### config.mk
export PLATFORM = sky130hd
export DESIGN_NAME = alarm_buzzer_sequencer
export DESIGN_NICKNAME = d
export VERILOG_FILES = /design/src/rtl/alarm_buzzer_sequencer.sv
export SDC_FILE = /design/constraint.sdc
export NUM_CORES = 1
export LEC_CHECK = 0
export BUFFER_PORTS_ARGS = -buffer_cell sky130_fd_sc_hd__buf_2
export CAP_MARGIN = 5
export CORE_ASPECT_RATIO = 0.5
export CORE_MARGIN = 2
export CORE_UTILIZATION = 60
export DETAILED_ROUTE_END_ITERATION = 12
export GPL_TIMING_DRIVEN = 0
export PLACE_DENSITY = 0.78
export SLEW_MARGIN = 10
export SYNTH_ARGS = -nofsm -noshare
export SYNTH_HDL_FRONTEND = slang
export SYNTH_SLANG_ARGS = --single-unit
### constraint.sdc
create_clock -name clk -period 4.4 [get_ports clk]
set_input_delay 0.66 -clock clk [delete_from_list [all_inputs] [get_ports clk]]
set_output_delay 0.66 -clock clk [all_outputs]
set_load 0.03 [all_outputs]
### src/rtl/alarm_buzzer_sequencer.sv
// Alarm ring sequencer: gated tone with on/off beep cadence, auto-timeout,
// limited snoozes and a lockout that holds off retrigger while the time still matches.
module alarm_buzzer_sequencer #(
  parameter int CLK_HZ         = 31500000,
  parameter int TONE_HZ        = 3150,
  parameter int BEEP_TICKS     = 50,
  parameter int RING_TIMEOUT_S = 60,
  parameter int SNOOZE_S       = 300,
  parameter int MAX_SNOOZES    = 3
) (
  input  logic       clk,
  input  logic       reset,
  input  logic       tick_100hz,
  input  logic       alarm_match,
  input  logic       alarm_enable,
  input  logic       stop_pulse,
  input  logic       snooze_pulse,
  output logic       buzzer_out,
  output logic       ringing,
  output logic       snoozing,
  output logic [1:0] snooze_count
);

  localparam int HALF_PERIOD  = CLK_HZ / (2 * TONE_HZ);
  localparam int RING_TICKS   = RING_TIMEOUT_S * 100;
  localparam int SNOOZE_TICKS = SNOOZE_S * 100;
  localparam int MAX_TICKS    = (RING_TICKS > SNOOZE_TICKS) ? RING_TICKS : SNOOZE_TICKS;
  localparam int TICK_W       = $clog2(MAX_TICKS + 1);
  localparam int BEEP_W       = $clog2(BEEP_TICKS + 1);
  localparam int HALF_W       = $clog2(HALF_PERIOD + 1);

  localparam logic [TICK_W-1:0] RING_LAST   = TICK_W'(RING_TICKS - 1);
  localparam logic [TICK_W-1:0] SNOOZE_LAST = TICK_W'(SNOOZE_TICKS - 1);
  localparam logic [BEEP_W-1:0] BEEP_LAST   = BEEP_W'(BEEP_TICKS - 1);
  localparam logic [HALF_W-1:0] HALF_LAST   = HALF_W'(HALF_PERIOD - 1);
  localparam logic [1:0]        MAX_SN      = 2'(MAX_SNOOZES);

  typedef enum logic [1:0] {
    ST_IDLE,
    ST_RINGING,
    ST_SNOOZE,
    ST_LOCKOUT
  } state_t;

  state_t            state_q, state_d;
  logic [TICK_W-1:0] tick_q, tick_d;
  logic [BEEP_W-1:0] beep_q, beep_d;
  logic [HALF_W-1:0] half_q, half_d;
  logic              phase_q, phase_d;
  logic              tone_q, tone_d;
  logic [1:0]        snz_cnt_q, snz_cnt_d;
  logic              buzzer_q, buzzer_d;
  logic              ring_q, ring_d;
  logic              snoozing_q, snoozing_d;

  logic ring_expire, snooze_expire, ring_run;

  // Expiry fires on the tick that completes the interval, so the exit edge
  // coincides with the last counted tick.
  assign ring_expire   = tick_100hz && (tick_q >= RING_LAST);
  assign snooze_expire = tick_100hz && (tick_q >= SNOOZE_LAST);

  always_comb begin
    state_d   = state_q;
    snz_cnt_d = snz_cnt_q;
    if (!alarm_enable) begin
      state_d   = ST_IDLE;
      snz_cnt_d = 2'd0;
    end else begin
      case (state_q)
        ST_IDLE: begin
          if (alarm_match) state_d = ST_RINGING;
        end
        ST_RINGING: begin
          if (stop_pulse) begin
            state_d = ST_LOCKOUT;
          end else if (snooze_pulse) begin
            if (snz_cnt_q < MAX_SN) begin
              state_d   = ST_SNOOZE;
              snz_cnt_d = snz_cnt_q + 2'd1;
            end else begin
              state_d = ST_LOCKOUT;
            end
          end else if (ring_expire) begin
            state_d = ST_LOCKOUT;
          end
        end
        ST_SNOOZE: begin
          if (stop_pulse)         state_d = ST_LOCKOUT;
          else if (snooze_expire) state_d = ST_RINGING;
        end
        ST_LOCKOUT: begin
          if (!alarm_match) begin
            state_d   = ST_IDLE;
            snz_cnt_d = 2'd0;
          end
        end
        default: begin
          state_d   = ST_IDLE;
          snz_cnt_d = 2'd0;
        end
      endcase
    end
  end

  // Every state entry restarts the tick count; within a state it saturates.
  assign ring_run = (state_q == ST_RINGING) && (state_d == ST_RINGING);

  always_comb begin
    tick_d = tick_q;
    if (state_d != state_q)                  tick_d = '0;
    else if (tick_100hz && (tick_q != '1))   tick_d = tick_q + 1'b1;
  end

  always_comb begin
    beep_d  = beep_q;
    phase_d = phase_q;
    half_d  = half_q;
    tone_d  = tone_q;
    if (!ring_run) begin
      beep_d  = '0;
      phase_d = 1'b1;
      half_d  = '0;
      tone_d  = 1'b0;
    end else begin
      if (tick_100hz) begin
        if (beep_q == BEEP_LAST) begin
          beep_d  = '0;
          phase_d = ~phase_q;
        end else begin
          beep_d = beep_q + 1'b1;
        end
      end
      if (half_q == HALF_LAST) begin
        half_d = '0;
        tone_d = ~tone_q;
      end else begin
        half_d = half_q + 1'b1;
      end
    end
  end

  // Outputs are registered from next-state values so they line up with state_q.
  always_comb begin
    ring_d     = (state_d == ST_RINGING);
    snoozing_d = (state_d == ST_SNOOZE);
    buzzer_d   = ring_d && phase_d && tone_d;
  end

  always_ff @(posedge clk or posedge reset) begin
    if (reset) begin
      state_q    <= ST_IDLE;
      tick_q     <= '0;
      beep_q     <= '0;
      half_q     <= '0;
      phase_q    <= 1'b1;
      tone_q     <= 1'b0;
      snz_cnt_q  <= 2'd0;
      buzzer_q   <= 1'b0;
      ring_q     <= 1'b0;
      snoozing_q <= 1'b0;
    end else begin
      state_q    <= state_d;
      tick_q     <= tick_d;
      beep_q     <= beep_d;
      half_q     <= half_d;
      phase_q    <= phase_d;
      tone_q     <= tone_d;
      snz_cnt_q  <= snz_cnt_d;
      buzzer_q   <= buzzer_d;
      ring_q     <= ring_d;
      snoozing_q <= snoozing_d;
    end
  end

  assign buzzer_out   = buzzer_q;
  assign ringing      = ring_q;
  assign snoozing     = snoozing_q;
  assign snooze_count = snz_cnt_q;

endmodule

==> summary.md, run 1 <==
| Metric | Value |
|---|---|
| Adder-Cell Fraction of Synth Area | 0.0242 |
| Post-CTS Setup Bufs | 0 |
| Average wire per cell in the routed design | around 16 um |
| CTS clk-pin slew, worst paths | roughly 0.080 ns |
| Initial DRC Count | ~120 |
| RSZ-0062 raised after global routing | false |
| Synth Instances | ~270 |
| Max-slew headroom | 0.522 |
| Pwr/cell area | roughly 290 nW/um^2 |
| H-tree depth | 2 |
| Die height | 50.4 um |
| Worst-margin pin slew | 0.711 ns |
| Top Metal Used | met4 |
| # IOs | 12 |
| Largest cells by area after synthesis | dfrtp_1 41%, xor2_1 7.1%, a211oi_1 4.1%, nor3_1 3.5%, nand4_1 3.1% |
| Syn Area/Cell | ~9.8 um^2 |
| CP Data Arrival Time | roughly 2.4 ns |
| Wire length on met2 | between 2 and 2.5 mm |
| CTS tree | built |
| PostCTS Resize Cnt | 0 |
| Layout cell share with drive strength beyond 1 | 0.155 |
| Fin crit share | 0.498 |
| GRT overflow | 0 |
| F_max | 457 MHz |
| Multiplexer area fraction after synthesis | 0.00387 |
| CP startpoint kind | flip-flop |
| Hold_buf cts | 0 |
| Layout Utilization | 0.697 |
| Final hold vios | 0 |
| Count leader, synth | dfrtp_1 |
| Main combinational cell family by area after synthesis | simple AND/OR/NAND/NOR gates |
| Post-Synth XOR/XNOR Area | 0.102 |
| Outcome | finished clean |
| Root buffer cell | clkbuf_8 |
| Routability cong. | between 0.8 and 0.9 |
| Row count | 16 |
| Fin worst setup slack | roughly 2.2 ns |
| Placed cell count | about 330 |
| Initial antenna violation count | 0 |
| Skew final | roughly 0.0067 ns |
| Simple-Gate Fraction of Synth Area | 0.242 |
| Synth cell types | 51 |
| Core Footprint | 4020 um^2 |
| Setup TNS Final | 0 ns |
| CP max stage cell | dfrtp_1 |
| Syn Nets | 277 |
| Hold/Removal Path Class | input pin to async pin |
| Ys flop type | dfrtp_1 |
| GRT Util Overall | 0.237 |
| Post-synthesis sequential area ratio | 0.417 |
| Total CTS buffers | 5 |
| Dominant cell type by area after synthesis | dfrtp_1 |
| Filler instances | ~320 |
| Post-synth EDFFs | 0 |
| Compound-Gate Fraction of Synth Area | 0.170 |
| Input/output buffers | 9 |
| Vias in the first global route | around 2,000 |
| Maximum clock insertion buffer count | 2 |
| Post-Syn Area | around 2600 um^2 |
| Metal3 WL | ~200 um |
| CP required | ~4.6 ns |
| Final wirelength | between 5 and 6 mm |
| CP peak stage delay | 0.43 ns |
| Initial Util | 0.642 |
| Tmin final | 2.19 ns |
| Worst skew pair latency | around 0.29 ns |
| Layout area overhead | 8.57% |
| Final Max Slew Viols | 0 |
| Leak | 1.18 nW |
| Met1 Wirelength | 2.59 mm |
| Routed via count | 2,069 |
| Yosys synthesis warning count | 0 |
| First-pass DRT Iterations | 4 |
| Setup crit end kind | flip-flop |
| Yosys reg bits | 43 |
| Largest net degree at the start of global routing | 29 |
| Cell Count, Final, Fillers Out | roughly 340 |
| Clk sinks | 43 |
| Async SR Flop Fraction | 1.00 |
| First-pass GRT wire length | just over 9 mm |
| Top cells by count, synth | 42 x dfrtp_1, 21 x xor2_1, 20 x nand2_1 |
| DRC violations left | 0 |
| Worst hold margin | 0.329 ns |
| DP HPWL | around 3.9 mm |
| Final net count | between 200 and 300 |
| CP Class | flip-flop to flip-flop |
| R2R cell count | 8 |
| Final Setup Violations | 0 |
| Vias per cell | approximately 6.1 |
| Pre-CTS setup slack | roughly 2.1 ns |
| Critical-path cell list | ha_1, or3b_1, clkbuf_1, o211ai_1, a21oi_1, o21ai_2, buf_2, a211oi_1 |
| Crit-path max FO | 10 |
| Top-area cell type share of the netlist area | 0.407 |
| Max VDD drop | 184 uV |
| Die width | 96.8 um |
| Max-cap violations | 0 |
| Routed Antenna Nets | 0 |
| Die ar. | between 4000 and 5000 um^2 |
| Antenna Cells | 0 |
path summary, 6_finish.rpt:
kind,from,to,slack [ns]
setup / recovery,snooze_count[0]$_DFFE_PP0P_,tick_q[2]$_DFFE_PP0P_,2.21
hold / removal,reset,tick_q[2]$_DFFE_PP0P_,0.33
setup reg to reg,snooze_count[0]$_DFFE_PP0P_,tick_q[2]$_DFFE_PP0P_,2.21
hold reg to reg,half_q[0]$_DFF_PP0_,half_q[0]$_DFF_PP0_,0.48
max in group asynchronous,reset,phase_q$_DFF_PP1_,3.55
min in group clk,half_q[0]$_DFF_PP0_,half_q[0]$_DFF_PP0_,0.48
per-stage QoR:
step / area [um^2] / total power [mW]
2_1_floorplan: 2580 / 0.525
3_3_place_gp: 2700 / 0.554
3_5_place_dp: 2720 / 0.561
4_1_cts: 2810 / 0.810
5_1_grt: 2810 / 0.847
6_report: 2810 / 0.810
critical path: cells and delay by family, from the launching register on:
family	cells	cell delay, ns
adders and majority gates	1	0.23
buffers and inverters	2	0.48
DFF	1	0.43
and+or+nand+nor	1	0.35
AOI/OAI and AO/OA	4	0.58
where the power goes:
group	switching, mW	internal, mW	leakage, nW
clock	0.143	0.111	0.0402
combinational	0.0867	0.0431	0.548
sequential	0.0171	0.409	0.591
total	0.247	0.563	1.18
cell families after synthesis:
logic type      after synthesis
compound gates               53
xor+xnor                     30
fa+ha+maj                     5
buf+inv                      21
flops                        43
mux                           1
simple gates                112
layout by cell type, fill, tap and decap left out, types with 4 or more instances in the layout:
master | synthesis | layout
a21oi_1 | 7 | 7
xor2_1 | 21 | 21
xnor2_1 | 9 | 9
nor2_1 | 10 | 10
nand3_1 | 13 | 13
nand4_1 | 13 | 13
nand2_1 | 20 | 20
clkbuf_1 | 5 | 5
o211ai_1 | 4 | 4
clkbuf_8 | 0 | 5
and3_1 | 10 | 10
buf_2 | 8 | 17
and4_1 | 5 | 5
dfrtp_1 | 42 | 42
nor4_1 | 6 | 6
nor3_1 | 18 | 18
ha_1 | 5 | 5
a31oi_1 | 4 | 4
a211oi_1 | 14 | 14
area by class of cell:
class,instances,area [um^2],share of cell area
inverter,3,11.3,0.00401
buffer,18,96.3,0.0343
clock inverter,3,20.0,0.00713
tap,54,67.6,0.0241
multi-input combinational,201,1400,0.499
clock buffer,5,68.8,0.0245
sequential,43,1080,0.384
timing repair buffer,10,65.1,0.0232
state kept, by name (all words and copies together) (netlist names):
| signal | cells |
|---|---|
| beep_q | 6 |
| buzzer_out | 1 |
| half_q | 13 |
| phase_q | 1 |
| ringing | 1 |
| snooze_count | 2 |
| snoozing | 1 |
| state_q | 2 |
| tick_q | 15 |
| tone_q | 1 |
layer usage:
layer,GRT usage,vias up
met3,0.0487,8
met5,0,-
met4,0.0446,0
li1,-,1025
met2,0.405,34
met1,0.321,1002
No activity file was read; power rests on OpenSTA's default activity.
==> run 2, diff against run 1 <==
--- a/config.mk
+++ b/config.mk
@@ -9,10 +9,10 @@
 export CAP_MARGIN = 5
 export CORE_ASPECT_RATIO = 0.5
 export CORE_MARGIN = 2
-export CORE_UTILIZATION = 60
+export CORE_UTILIZATION = 55
 export DETAILED_ROUTE_END_ITERATION = 12
 export GPL_TIMING_DRIVEN = 0
-export PLACE_DENSITY = 0.78
+export PLACE_DENSITY = 0.75
 export SLEW_MARGIN = 10
 export SYNTH_ARGS = -nofsm -noshare
 export SYNTH_HDL_FRONTEND = slang
==> constraint.sdc (replaced) <==
create_clock -name clk -period 2.01 [get_ports clk]
set_input_delay 0.3015 -clock clk [delete_from_list [all_inputs] [get_ports clk]]
set_output_delay 0.3015 -clock clk [all_outputs]
set_load 0.03 [all_outputs]
==> summary.md, run 2 (same netlist as run 1, synthesis figures left out) <==
| Metric | Value |
|---|---|
| Setup crit end kind | flip-flop |
| Cell Count, Final, Fillers Out | approximately 350 |
| RSZ-0062 raised after global routing | true |
| Tmin final | ~2.1 ns |
| Row count | 17 |
| Final hold vios | 0 |
| Clk sinks | 43 |
| Max-slew headroom | 0.505 |
| DRC violations left | 0 |
| F_max | 472 MHz |
| Design Area, Final | between 3000 and 4000 um^2 |
| Root buffer cell | clkbuf_8 |
| Final wirelength | between 5 and 6 mm |
| GRT overflow | 0 |
| Max reg flops | 15 |
| Total CTS buffers | 5 |
| Area of the multi-input gates | approximately 1500 um^2 |
| Vias in the first global route | about 2,000 |
| Pwr/cell area | around 690 nW/um^2 |
| Pre-CTS setup slack | -0.0997 ns |
| Area occupied by registers | 1080 um^2 |
| DP HPWL | 3.90 mm |
| Routed via count | about 2,200 |
| CP Data Arrival Time | roughly 2.3 ns |
| Pwr Total | 2.11 mW |
| Max VDD drop | approximately 480 uV |
| Final Max Slew Viols | 0 |
| Fin worst setup slack | -0.109 ns |
| Initial Util | 0.579 |
| Largest registers | tick_q: 15 flops, half_q: 13 flops, beep_q: 6 flops |
| Antenna Cells | 0 |
| Core Footprint | between 4000 and 5000 um^2 |
| Routed Antenna Nets | 0 |
| CTS clk-pin slew, worst paths | around 0.08 ns |
| Most flop-heavy register | tick_q |
| Worst skew pair latency | approximately 0.30 ns |
| Outcome | complete, but fails checks |
| Final Setup Violations | 18 |
| Max-cap violations | 0 |
| Die height | around 52 um |
| First-pass DRT Iterations | 4 |
| Input/output buffers | 9 |
| Fin crit share | 1.05 |
| Crit-path max FO | 6 |
| CTS tree | built |
| Maximum clock insertion buffer count | 2 |
| Average wire per cell in the routed design | approximately 17 um |
| CP Class | flip-flop to flip-flop |
| Die ar. | about 5300 um^2 |
| Failing checks | setup timing |
| Most frequent cells in the layout | 41 x dfrtp_1, 21 x xor2_1, 20 x nand2_1, 17 x buf_2, 17 x nor3_1 |
| Layout cell share with drive strength beyond 1 | 0.232 |
| Skew final | around 0.0046 ns |
| Hold Path Stages | 2 |
| Filler instances | roughly 340 |
| Hold/Removal Path Class | input pin to flip-flop |
| Routability cong. | between 0.8 and 0.9 |
| Setup TNS Final | -0.630 ns |
| Vias per cell | roughly 6.2 |
| Initial DRC Count | 93 |
| Die width | 101 um |
| Commonest non-fill, non-tap cell in the layout | dfrtp_1 |
| Placed inst area | roughly 2700 um^2 |
| Final net count | about 300 |
| CP required | 2.19 ns |
| Leak | approximately 1.3 nW |
| R2R cell count | 7 |
| Layout area overhead | 18.1% |
| GRT Util Overall | 0.233 |
| CP startpoint kind | flip-flop |
| # IOs | 12 |
| Placed cell count | 332 |
| Initial antenna violation count | 0 |
| Largest net degree at the start of global routing | 32 |
| Worst-margin pin slew | approximately 0.74 ns |
| First-pass GRT wire length | between 9 and 10 mm |
| H-tree depth | 2 |
-- run 2: changes by cell type in the layout (fill, tap and decap cells not counted), moves of 2 or more --
cell        delta
bufinv_16      +2
buf_4         +10
clkinvlp_4     -2
a211oi_1       -4
buf_6          +4
a211oi_2       +4
-- run 2: critical path, stage by stage (launching register included) --
cell,delay (ns)
dfrtp_1,0.42
ha_2,0.23
and3_4,0.22
nand4_1,0.14
and3_4,0.23
o31ai_4,0.41
buf_2,0.26
a211oi_1,0.09
-- run 2: path summary, 6_finish.rpt --
path	end	slack, ns	from
max in group asynchronous	phase_q$_DFF_PP1_	0.98	reset
max reg2reg	tick_q[1]$_DFFE_PP0P_	-0.11	tick_q[1]$_DFFE_PP0P_
min	snooze_count[0]$_DFFE_PP0P_	0.31	alarm_enable
min reg2reg	half_q[0]$_DFF_PP0_	0.49	half_q[0]$_DFF_PP0_
min in group asynchronous	tick_q[2]$_DFFE_PP0P_	0.50	reset
max	tick_q[1]$_DFFE_PP0P_	-0.11	tick_q[1]$_DFFE_PP0P_
-- run 2: repair_timing --
action / in CTS / in global routing
setup buffers: 2 / 11
gates resized for setup: 11 / 9
cloned: 0 / 1
hold buffers: 1 / 0
setup endpoints to repair: 27 / 37
pin swaps: 2 / 7
hold endpoints to repair: 12 / 0
-- run 2: where the power goes --
part           internal (mW)  switching, mW
registers              0.896         0.0345
logic                  0.166          0.225
clock network          0.496          0.291
total                   1.56          0.551
-- run 2: cell type report --
type                       instances  share of cell area
multi-input combinational        201               0.482
tap                               57              0.0234
buffer                            17              0.0365
clock buffer                       6              0.0238
sequential                        43               0.353
clock inverter                     2              0.0197
timing repair buffer              25              0.0582
inverter                           3             0.00369
-- run 2: metrics by stage --
stage | hold slack, ns | utilization
finish | 0.315 | 0.683
global route | 0.316 | 0.683
CTS | 0.307 | 0.655
detailed placement | 0.269 | 0.610
global placement | 0.454 | 0.605
floorplan | 0.430 | -
-- run 2: per-layer routing --
layer  track usage  up-vias  wire [um]
li1              -     1057          -
met1         0.306     1100       2850
met2         0.388       34       2800
met3        0.0507        7        188
met4        0.0766        0         74
met5             0        -          0
